### src/rtl/reg_bank_scoreboard.sv
// reg_bank_scoreboard
// Register bank with two combinational read ports, one clocked write-back
// port, optional write-to-read forwarding and a per-register pending bit.
// The pending bits let decode stall on read-after-write hazards. A register
// is reserved when an instruction that targets it issues. It is released
// when that register is written back.
//
// Flag semantics: W_flag and RSV_flag are single-cycle qualifiers with no
// backpressure. Every cycle in which a flag is high is one complete
// transaction, committed at that rising CLK edge. The bank can always accept
// a transaction, so there is no ready signal. Indices >= NB_REG are
// ignored: writes and reservations have no effect, and reads return 0 / not
// busy.
module reg_bank_scoreboard #(
    parameter int DATA_W = 16,
    parameter int ADDR_W = 4,
    parameter int NB_REG = 16,
    parameter int BYPASS = 1
) (
    input  logic              CLK,
    input  logic              RST,
    input  logic [ADDR_W-1:0] A_no,
    input  logic [ADDR_W-1:0] B_no,
    input  logic [ADDR_W-1:0] W_no,
    input  logic [DATA_W-1:0] Data,
    input  logic              W_flag,
    input  logic [ADDR_W-1:0] RSV_no,
    input  logic              RSV_flag,
    output logic [DATA_W-1:0] AS,
    output logic [DATA_W-1:0] BS,
    output logic              A_busy,
    output logic              B_busy,
    output logic              RSV_err,
    output logic [ADDR_W:0]   PEND_cnt
);

    // Storage and scoreboard state
    logic [DATA_W-1:0] regs [NB_REG];
    logic [NB_REG-1:0] pend;
    logic [NB_REG-1:0] pend_next;
    logic [ADDR_W:0]   cnt_next;
    logic              rsv_clash;

    // One-hot decodes. An out-of-range index matches no slot, so every
    // validity rule falls out of these vectors being all-zero.
    logic [NB_REG-1:0] w_sel;
    logic [NB_REG-1:0] rsv_sel;
    logic [NB_REG-1:0] a_sel;
    logic [NB_REG-1:0] b_sel;

    // Read-port intermediate values before forwarding
    logic [DATA_W-1:0] a_data;
    logic [DATA_W-1:0] b_data;
    logic              a_pend;
    logic              b_pend;
    logic              a_byp;
    logic              b_byp;

    // Decode every index into a one-hot slot select gated by its enable
    always_comb begin
        w_sel   = '0;
        rsv_sel = '0;
        a_sel   = '0;
        b_sel   = '0;
        for (int i = 0; i < NB_REG; i++) begin
            w_sel[i]   = W_flag   && (W_no   == ADDR_W'(i));
            rsv_sel[i] = RSV_flag && (RSV_no == ADDR_W'(i));
            a_sel[i]   = (A_no == ADDR_W'(i));
            b_sel[i]   = (B_no == ADDR_W'(i));
        end
    end

    // Next pending vector: a write releases its register and a reservation
    // sets its register. A reservation applied after the write wins, which
    // covers a back-to-back producer targeting the same register.
    always_comb begin
        pend_next = (pend & ~w_sel) | rsv_sel;
        // A clash is a reservation on a register that is still pending and
        // is not being released by a write in this same cycle.
        rsv_clash = |(rsv_sel & pend & ~w_sel);
    end

    // Population count of the next pending vector. The count is one bit
    // wider than the index, so it cannot wrap.
    always_comb begin
        cnt_next = '0;
        for (int i = 0; i < NB_REG; i++) begin
            cnt_next = cnt_next + {{ADDR_W{1'b0}}, pend_next[i]};
        end
    end

    // Read muxes. If no slot is selected, the result stays 0 and not busy.
    always_comb begin
        a_data = '0;
        b_data = '0;
        a_pend = 1'b0;
        b_pend = 1'b0;
        for (int i = 0; i < NB_REG; i++) begin
            if (a_sel[i]) begin
                a_data = regs[i];
                a_pend = pend[i];
            end
            if (b_sel[i]) begin
                b_data = regs[i];
                b_pend = pend[i];
            end
        end
    end

    // Forwarding: a write to the register being read shows its data at
    // once. The write also completes the pending value, so busy drops too.
    always_comb begin
        a_byp  = (BYPASS != 0) && (|(w_sel & a_sel));
        b_byp  = (BYPASS != 0) && (|(w_sel & b_sel));
        AS     = a_byp ? Data : a_data;
        BS     = b_byp ? Data : b_data;
        A_busy = a_byp ? 1'b0 : a_pend;
        B_busy = b_byp ? 1'b0 : b_pend;
    end

    // Commit writes, pending bits, the clash pulse and the pending count
    always_ff @(posedge CLK) begin
        if (RST) begin
            for (int i = 0; i < NB_REG; i++) begin
                regs[i] <= '0;
            end
            pend     <= '0;
            RSV_err  <= 1'b0;
            PEND_cnt <= '0;
        end else begin
            for (int i = 0; i < NB_REG; i++) begin
                if (w_sel[i]) begin
                    regs[i] <= Data;
                end
            end
            pend     <= pend_next;
            RSV_err  <= rsv_clash;
            PEND_cnt <= cnt_next;
        end
    end

endmodule

### config.mk
export PLATFORM = sky130hd
export DESIGN_NAME = reg_bank_scoreboard
export DESIGN_NICKNAME = d
export VERILOG_FILES = /design/src/rtl/reg_bank_scoreboard.sv
export SDC_FILE = /design/constraint.sdc
export NUM_CORES = 1
export LEC_CHECK = 0
export ABC_CLOCK_PERIOD_IN_PS = 5500
export CAP_MARGIN = 20
export CELL_PAD_IN_SITES_DETAIL_PLACEMENT = 0
export CELL_PAD_IN_SITES_GLOBAL_PLACEMENT = 2
export CORE_MARGIN = 2
export CORE_UTILIZATION = 26
export DETAILED_ROUTE_END_ITERATION = 10
export PLACE_DENSITY = 0.64
export SKIP_CTS_REPAIR_TIMING = 1
export SLEW_MARGIN = 10
export SYNTH_ARGS = -nofsm -noshare
export SYNTH_HDL_FRONTEND = slang
export SYNTH_SLANG_ARGS = --single-unit
### constraint.sdc
create_clock -name CLK -period 5.5 [get_ports CLK]
set_input_delay 1.1 -clock CLK [delete_from_list [all_inputs] [get_ports CLK]]
set_output_delay 1.1 -clock CLK [all_outputs]
set_load 0.05 [all_outputs]
== Word-level counts from Yosys, hierarchy flattened ==
Memories as Yosys holds them, arrays and structs flattened.
Index checks and enable logic that the tools add are counted.
Word-level totals
  bits in writable memories: 256
  input bits: 36
  register bits: 22
  logic and storage cells: 275
  memories: 1
  output and inout port bits: 40
Memories
  regs: words 16, width 16, read ports 16, clocked after Yosys merged registers in 0, write ports 16, RTL line 38  | logic [DATA_W-1:0] regs [NB_REG];
Cells by class
  $add $sub $neg: 15
  equal/unequal tests: 60
  bitwise gates (word level): 23
  mux-type cells: 134
  reductions and logical operators: 39
Operator list (count)
  $mux W16: 50
  $eq A4 B4 Y1 const B: 32
  $mux W1: 84
  $and A16 B16 Y16: 5
  $eq A4 B3 Y1 const B: 16
  $add A5 B1 Y5: 11
  $reduce_or A16 Y1: 3
  $eq A4 B2 Y1 const B: 8
  $logic_and A1 B1 Y1: 32
  $eq A4 B1 Y1 const B: 4
  $logic_not A4 Y1: 4
  $not A16 Y16: 1
  $or A1 B1 Y1: 16
  $or A16 B16 Y16: 1
  $add A4 B1 Y5: 1
  $add A3 B1 Y4: 1
  $add A2 B1 Y3: 1
  $add A1 B1 Y2: 1

== Logic depth before layout (Yosys ltp) ==
Gate-level depths: netlist (run 1).
  depth after elaboration: 20
  depth in mapped cells: 19
  depth with buffers taken out: 16

== Worst setup path before layout (run 1) ==
No wires, ideal clock.
  path kind: input to register
  from: input W_no[3]
  to: register PEND_cnt[4]
  buffers on the path: 2
  stages: 17
  setup slack: 0.387 ns
  data required time: 5.420 ns
  arrival: 5.034 ns
  setup time: 0.080 ns
  cell sequence: buf_4 -> nor3b_4 -> nand2_1 -> clkbuf_1 -> a22o_1 -> fa_1 -> inv_1 -> fa_1 -> fa_1 -> inv_1 -> fa_1 -> ha_1 -> inv_1 -> fa_1 -> inv_1 -> a21oi_1 -> nor3b_1
Between the ends
  cells in the longest elaborated chain, start to end: 20
  elaborated cells between the ends (all ways): 50
  classes of those cells: add/sub (15); eq/ne (15); bitwise (3); reduce/logical (17)
RTL lines
  from (decl): RTL line 24  | input logic [ADDR_W-1:0] W_no,
  $eq A4 B1 Y1: RTL line 66  | w_sel[i] = W_flag && (W_no == ADDR_W'(i));
  $logic_and A1 B1 Y1: RTL line 66
  $not A16 Y16: RTL line 77  | pend_next = (pend & ~w_sel) | rsv_sel;
  $and A16 B16 Y16: RTL line 77
  $or A16 B16 Y16: RTL line 77
  via pend_next[1]: RTL line 40  | logic [NB_REG-1:0] pend_next;
  $add A1 B1 Y2: RTL line 88  | cnt_next = cnt_next + {{ADDR_W{1'b0}}, pend_next[i]};
  $add A2 B1 Y3: RTL line 88
  $add A3 B1 Y4: RTL line 88
  $add A4 B1 Y5: RTL line 88
  $add A5 B1 Y5 (11 in series): RTL line 88
  to (signal assigned): RTL line 138  | PEND_cnt <= cnt_next;
  to (decl): RTL line 34  | output logic [ADDR_W:0] PEND_cnt
The timed path passes the listed nets, and every way through them passes these cells.
A chain may end at the register's enable or synchronous reset.

== Final worst setup path (run 1) ==
  from: input W_no[3]
  to: register PEND_cnt[4]
Between the ends
  elaborated cells between the ends (all ways): 50
  classes of those cells: add/sub (15); eq/ne (15); bitwise (3); reduce/logical (17)
RTL lines (RTL line)
  $eq A4 B4 Y1: 66
  $logic_and A1 B1 Y1: 66
  $not A16 Y16: 77
  $and A16 B16 Y16: 77
  $or A16 B16 Y16: 77
  via pend_next[11]: 40
  $add A5 B1 Y5 (5 in series): 88
The timed path passes the listed nets, and every way through them passes these cells.

==> summary.txt, run 1 <==
Layout
  • Utilization after layout: 31.5%
  • Register area: ~8000 um2
  • Share of post-route cells with drive strength above 1: 21.1%
  • Fin nets: 1622
  • Non-filler cells, final: 2434
  • Area Overhead vs Synth: 19.8%
  • Fillers: 6329
  • Multi-input gate area: 7250 um2

Routing
  • Wire length per cell: between 20 and 30 um
  • Post-Route WL: 67.3 mm
  • Starting DRT DRC Count: between 1k and 1.5k
  • DRT Pass-1 Iters: 5
  • Detail Route Antenna Nets: 0
  • Via count: 13.2k
  • Residual DRC: 0
  • Vias per cell: 5.41

Global routing
  • GR Layer Usage met2: 31.1%
  • Initial antenna violation count: 2
  • Aggregate global routing overflow: 0
  • GRT busiest layer: met2
  • Global-route wire length before repair: 96.7 mm
  • Vias in the first global route: approximately 13k
  • Largest net degree at the start of global routing: 47
  • Met1 GRT Util: between 30% and 40%
  • Global Route Usage Sum: about a fifth
  • GR Util met3: between 4 and 5%

Clock network
  • Skew-Pair Late Insertion Delay: 0.55 ns
  • H-tree depth: 2
  • CTS root buffer: clkbuf_16
  • Clk buf depth: 3
  • CTS sink cnt: 278
  • TritonCTS clock tree: done
  • TritonCTS Buffers: 34
  • Clock transition at path regs: 0.07 ns

STA
  • Final min period: about 5.2 ns
  • Setup_tns: 0 ns
  • Endpoints failing hold: 0
  • Tcrit/Tclk final: between 90 and 100%
  • Hold_ws: 0.568 ns
  • RSZ-0062 raised after global routing: no
  • Final setup violation count: 0
  • Clock Skews: 0.00930 ns
  • Max Clk Rate: 191 MHz
  • Slew headroom: 25.2%
  • Final Max Slew Viols: 0
  • Worst slew pin tran: 1.12 ns

Yosys
  • Synthesized Nets: 1522
  • Top FF cell, synth: edfxtp_1
  • Largest family of logic cells by synthesized area: compound AO/OA/AOI/OAI gates
  • Number of synthesized flops with an enable pin: 256
  • Post-Synth XOR/XNOR Area: 0.316%
  • Distinct cells, synth: 82
  • FFs w/ async S/R, synth: 0%
  • Compound-Gate Fraction of Synth Area: 14.7%
  • Post-synthesis register bit count: 278
  • Synth Area per Inst: between 10 and 15 um2
  • Count of warnings emitted by yosys: 0
  • Post-Synthesis Cells: 1471
  • Seq/Total Area, Yosys: 50.1%
  • Post-Synth Adder-Cell Area: 1.62%
  • Simple-gate portion of the synthesized area: between 10% and 20%
  • Cell Area, Synth: 16200 um2
  • Mux contribution to synthesized area: approximately 14%

Die
  • I/O Pins: between 70 and 80
  • Die Width: 254 um
  • Core area: 61700 um2
  • Row cnt: between 90 and 100
  • Die ar.: 64400 um2
  • Die height: 254 um
  • Starting density of the core: 26.3%

Placed design
  • Routability-driven placement congestion ratio: 0.867
  • DP HPWL: slightly below 50 mm
  • Port Buffer Count: 75
  • Placed cells: 2372

Min path
  • Min-delay worst type: reg -> reg
  • Worst Hold Launch: pend[12]
  • Hold EP: pend[12]
  • Worst Hold Depth: 2

Run
  • # Max-Cap Violations: 0

Outcome
  • Outcome: completed

Setup path
  • Startpoint Class: input port
  • Critical path arrival: approximately 5.7 ns
  • Reg2reg path depth: 14
  • R2R Path Start: pend[7]
  • WP data required: 5.96 ns
  • Flop-to-flop setup slack: 1.45 ns
  • Crit path max fanout: 6
  • RR Endpoint: PEND_cnt[4]
  • Crit path kind: in -> reg
  • Crit end category: flop

Pwr
  • Power Density: 305 nW/um2
  • Lkg Pwr: 0.00678 uW
  • Peak supply drop: 0.000163 V
-- per-stage QoR --
| step | instance area (um2) | worst slack (ns) | total power (uW) |
|---|---|---|---|
| floorplan | 16200 | 0.387 | 3250 |
| detailed placement | 18400 | -0.286 | 3750 |
| finish | 19400 | 0.275 | 5920 |
| global route | 19400 | 0.00272 | 6100 |
| CTS | 19400 | 0.263 | 5950 |
| global placement | 18400 | -0.237 | 3750 |
-- worst max-delay path: stages --
cell and delay [ns]:
clkdlybuf4s50_1 0.64, nand2_2 0.08, or2_2 0.29, o21ai_0 0.20
buf_4 0.15, nand2_1 0.06, fa_1 0.47, fa_1 0.56
inv_1 0.07, fa_1 0.50, inv_1 0.05, fa_1 0.50
ha_1 0.17, inv_1 0.07, fa_1 0.45, inv_1 0.07
a21oi_1 0.06, nor3b_1 0.18
-- cell type report --
type | count | share of cell area (%)
flip-flops and latches | 278 | 41.8
multi-input cells | 1015 | 37.3
repair buffers | 197 | 9.23
well taps | 837 | 5.39
clock buffers | 40 | 4.49
inverters | 45 | 0.869
clock inverters | 20 | 0.850
diodes | 2 | 0.0258
-- flip-flops by register name, indices dropped and copies added (netlist names) --
| name | count |
|---|---|
| RSV_err | 1 |
| PEND_cnt | 5 |
| regs | 256 |
| pend | 16 |
-- how the worst max path moves through the flow --
stage	startpoint	end	slack, ns	depth (start not counted)
after floorplan	W_no[3]	PEND_cnt[4]	0.39	17
after global placement	W_no[3]	PEND_cnt[4]	-0.24	18
after detailed placement	W_no[2]	PEND_cnt[4]	-0.29	16
after CTS	W_no[3]	PEND_cnt[4]	0.26	18
after global routing	W_no[3]	PEND_cnt[4]	0.003	16
final	W_no[3]	PEND_cnt[4]	0.28	18
-- layout by cell type, fill, tap and decap left out, types with 9 or more instances in the layout --
master	synthesis	final
a211oi_1	15	15
a21oi_1	78	78
a22oi_1	18	18
a31oi_1	19	19
buf_12	1	19
buf_4	17	140
clkbuf_16	0	34
clkdlybuf4s50_1	0	33
clkinv_1	1	9
dfxtp_1	22	22
edfxtp_1	256	256
fa_1	10	10
inv_1	44	44
mux2_2	48	48
mux2i_1	64	64
mux4_2	45	45
nand2_1	69	69
nand2b_1	39	39
nand3_1	23	23
nor2_1	233	233
nor2b_1	33	33
nor3_1	17	17
o211ai_1	12	12
o21a_1	17	17
o21ai_0	69	68
o221ai_1	15	15
o22ai_1	28	28
o311ai_0	10	10
o32ai_1	9	9
or2_2	12	12
-- cell usage after synthesis (18+ instances only) --
| cell type | count | share of area [%] |
|---|---|---|
| dfxtp_1 | 22 | 2.7 |
| mux4_2 | 45 | 6.2 |
| o22ai_1 | 28 | 1.1 |
| a22oi_1 | 18 | 0.83 |
| buf_2 | 39 | 1.2 |
| nand2b_1 | 39 | 1.5 |
| mux2i_1 | 64 | 3.9 |
| nand2_1 | 69 | 1.6 |
| nor2_1 | 233 | 5.4 |
| clkbuf_1 | 57 | 1.3 |
| mux2_2 | 48 | 3.3 |
| a31oi_1 | 19 | 0.73 |
| nor2b_1 | 33 | 1.3 |
| nand3_1 | 23 | 0.71 |
| a21oi_1 | 78 | 2.4 |
| o21ai_0 | 69 | 2.1 |
| edfxtp_1 | 256 | 47 |
| inv_1 | 44 | 1.0 |
-- per-layer routing --
metal / routed length [um] / vias to the layer above
li1: - / 5726
met1: 30600 / 6718
met2: 29300 / 630
met3: 5740 / 98
met4: 1620 / 2
met5: 7 / -
-- cells by family (layout without fill, tap and decap cells) --
logic type                 after synthesis  count (layout)
and+or+nand+nor                        472             472
AOI/OAI and AO/OA                      357             357
DFF                                    278             278
buffers and inverters                  178             302
muxes                                  166             166
adders and majority gates               15              15
xor gates and xnor gates                 5               5
other                                    0               2
-- where the power goes --
part | leakage, uW | switching, uW | internal, uW | total, uW
sequential | 0.00264 | 87.9 | 2460 | 2550
combinational | 0.00363 | 742 | 429 | 1170
clock | 0.000507 | 964 | 1240 | 2200
Power figures use the tool's default switching activity.
==> run 2: changes to the inputs <==
- MAX_ROUTING_LAYER: unset -> met4
- SKIP_CTS_REPAIR_TIMING: 1 -> unset
==> run 2 against run 1 <==
  * Worst setup slack better by 0.061 ns
  * Power rose by 3.6%
  * Register-to-register slack improved by 0.02 ns
  * Highest routed layer is now met4
  * Critical path type is now in -> out
  * Hold slack got worse by 0.0088 ns
  * Die area is the same
  * Fmax increased by 1.2%
==> summary.txt, run 2 (synthesis results as in run 1) <==
Outcome
  • Outcome: completed

Pwr
  • Power Density: 314 nW/um2
  • P_int: 4320 uW
  • NetSw: 1810 uW
  • Final Power: 6130 uW
  • Lkg Pwr: 0.00684 uW
  • Sw Share: 29.5%
  • Reg power frac: 41.6%
  • Clock share of power: between 30% and 40%
  • Peak supply drop: approximately 0.00017 V
  • Comb power frac: 19.0%

Setup path
  • RR Endpoint: PEND_cnt[4]
  • Critical path arrival: 4.06 ns
  • Crit path kind: in -> out
  • Crit end category: output port
  • Reg2reg path depth: 14
  • Flop-to-flop setup slack: 1.47 ns
  • Startpoint Class: input port
  • Crit path max fanout: 11
  • R2R Path Start: pend[7]
  • WP data required: roughly 4.4 ns

Clock network
  • Skew-Pair Late Insertion Delay: 0.55 ns
  • Post-CTS setup buffers: 0
  • CTS root buffer: clkbuf_16
  • Hold buffer count at cts: 0
  • H-tree depth: 2
  • PostCTS Resize Cnt: 0
  • TritonCTS clock tree: done
  • Clk buf depth: 3
  • CTS sink cnt: 278
  • Clock transition at path regs: 0.06 ns
  • TritonCTS Buffers: 36

Die
  • I/O Pins: 76
  • Core area: about 60000 um2
  • Starting density of the core: 26.3%
  • Die height: 254 um
  • Die Width: 254 um
  • Die ar.: 64400 um2
  • Row cnt: 91

Layout
  • Leading cell type in the layout, fill and taps excluded: edfxtp_1
  • Utilization after layout: about a third
  • Top Registers: regs x256, pend x16, PEND_cnt x5
  • Share of post-route cells with drive strength above 1: 21.5%
  • Non-filler cells, final: 2437
  • Reg with most FFs: regs
  • Fin nets: 1624
  • Area Overhead vs Synth: 20.4%
  • Most frequent cells in the layout: edfxtp_1, nor2_1, buf_4
  • Max FFs per register: 256

Routing
  • Detail Route Antenna Nets: 0
  • Vias per cell: between 5 and 6
  • Post-Route WL: 67.1 mm
  • Residual DRC: 0
  • DRT Pass-1 Iters: 6
  • Wire length per cell: 27.5 um
  • Starting DRT DRC Count: roughly 1.4k
  • Via count: 13.1k

Placed design
  • Port Buffer Count: 75
  • Placed cells: 2372
  • DP HPWL: 48.7 mm
  • Pre-CTS setup slack: -0.222 ns
  • Routability-driven placement congestion ratio: 0.882

Global routing
  • Global-route wire length before repair: 96.7 mm
  • Aggregate global routing overflow: 0
  • Vias in the first global route: 13.0k
  • Global Route Usage Sum: 21.4%
  • Initial antenna violation count: 1
  • Largest net degree at the start of global routing: 48

Min path
  • Min-delay worst type: reg -> reg
  • Worst Hold Depth: 2
  • Hold EP: pend[12]
  • Worst Hold Launch: pend[12]

Run
  • # Max-Cap Violations: 0

STA
  • Endpoints failing hold: 0
  • RSZ-0062 raised after global routing: no
  • Final min period: 5.16 ns
  • Worst slew pin tran: 1.12 ns
  • Final Max Slew Viols: 0
  • Tcrit/Tclk final: 93.9%
  • Final setup violation count: 0
  • Slew headroom: 25.2%
  • Max Clk Rate: about 190 MHz
  • Setup_tns: 0 ns
  • Clock Skews: 0.00787 ns
  • Final WS setup: 0.336 ns
run 2: changes by cell type in the layout (fill, tap and decap cells not counted), sizes merged:
cell	previous run	this run
bufinv	2	5
diode	2	1
clkinvlp	1	2
clkinv	16	20
clkbuf	40	37
inv	46	45
run 2: how the worst max path moves through the flow:
stage / from / end / cells past startpoint
2_1_floorplan: W_no[3] / PEND_cnt[4] / 17
3_3_place_gp: W_no[3] / PEND_cnt[4] / 17
3_5_place_dp: W_no[2] / PEND_cnt[4] / 16
4_1_cts: W_no[3] / PEND_cnt[4] / 17
5_1_grt: W_flag / PEND_cnt[4] / 18
6_report: B_no[3] / BS[13] / 9
run 2: layout make-up:
class | instances | area (um2)
well taps | 837 | 1050
diodes | 1 | 2.50
multi-input cells | 1015 | 7250
flip-flops and latches | 278 | 8130
inverters | 45 | 169
clock inverters | 27 | 268
fillers | 6347 | 42200
repair buffers | 197 | 1760
clock buffers | 37 | 905
run 2: critical path, cell delays in order:
cell and delay [ns]:
clkdlybuf4s50_1 0.39, buf_4 0.20, nor3b_2 0.61, a21oi_1 0.18
o311ai_1 0.50, o211ai_1 0.33, a21oi_1 0.36, mux2_2 0.24
buf_12 0.13
run 2: layer usage:
| metal | share of wire, % | routed length [um] | track usage (%) |
|---|---|---|---|
| met1 | 47 | 31400 | 30.8 |
| met2 | 43 | 29100 | 31.1 |
| met3 | 7.3 | 4860 | 3.34 |
| met4 | 2.6 | 1760 | 6.10 |
| met5 | 0 | 0 | - |
run 2: through the flow:
step | hold WS [ns] | area (um2)
after floorplan | 0.478 | 16200
after global placement | 0.547 | 18400
after detailed placement | 0.543 | 18400
after CTS | 0.550 | 19500
after global routing | 0.598 | 19500
final | 0.559 | 19500
run 2: power by group through the flow:
| stage | combinational [uW] | sequential, uW | clock (uW) |
|---|---|---|---|
| 3_3_place_gp | 1160 | 2580 | 0 |
| 3_5_place_dp | 1160 | 2590 | 0 |
| 2_1_floorplan | 680 | 2570 | 0 |
| 5_1_grt | 1230 | 2570 | 2520 |
| 4_1_cts | 1160 | 2550 | 2440 |
| 6_report | 1170 | 2550 | 2420 |
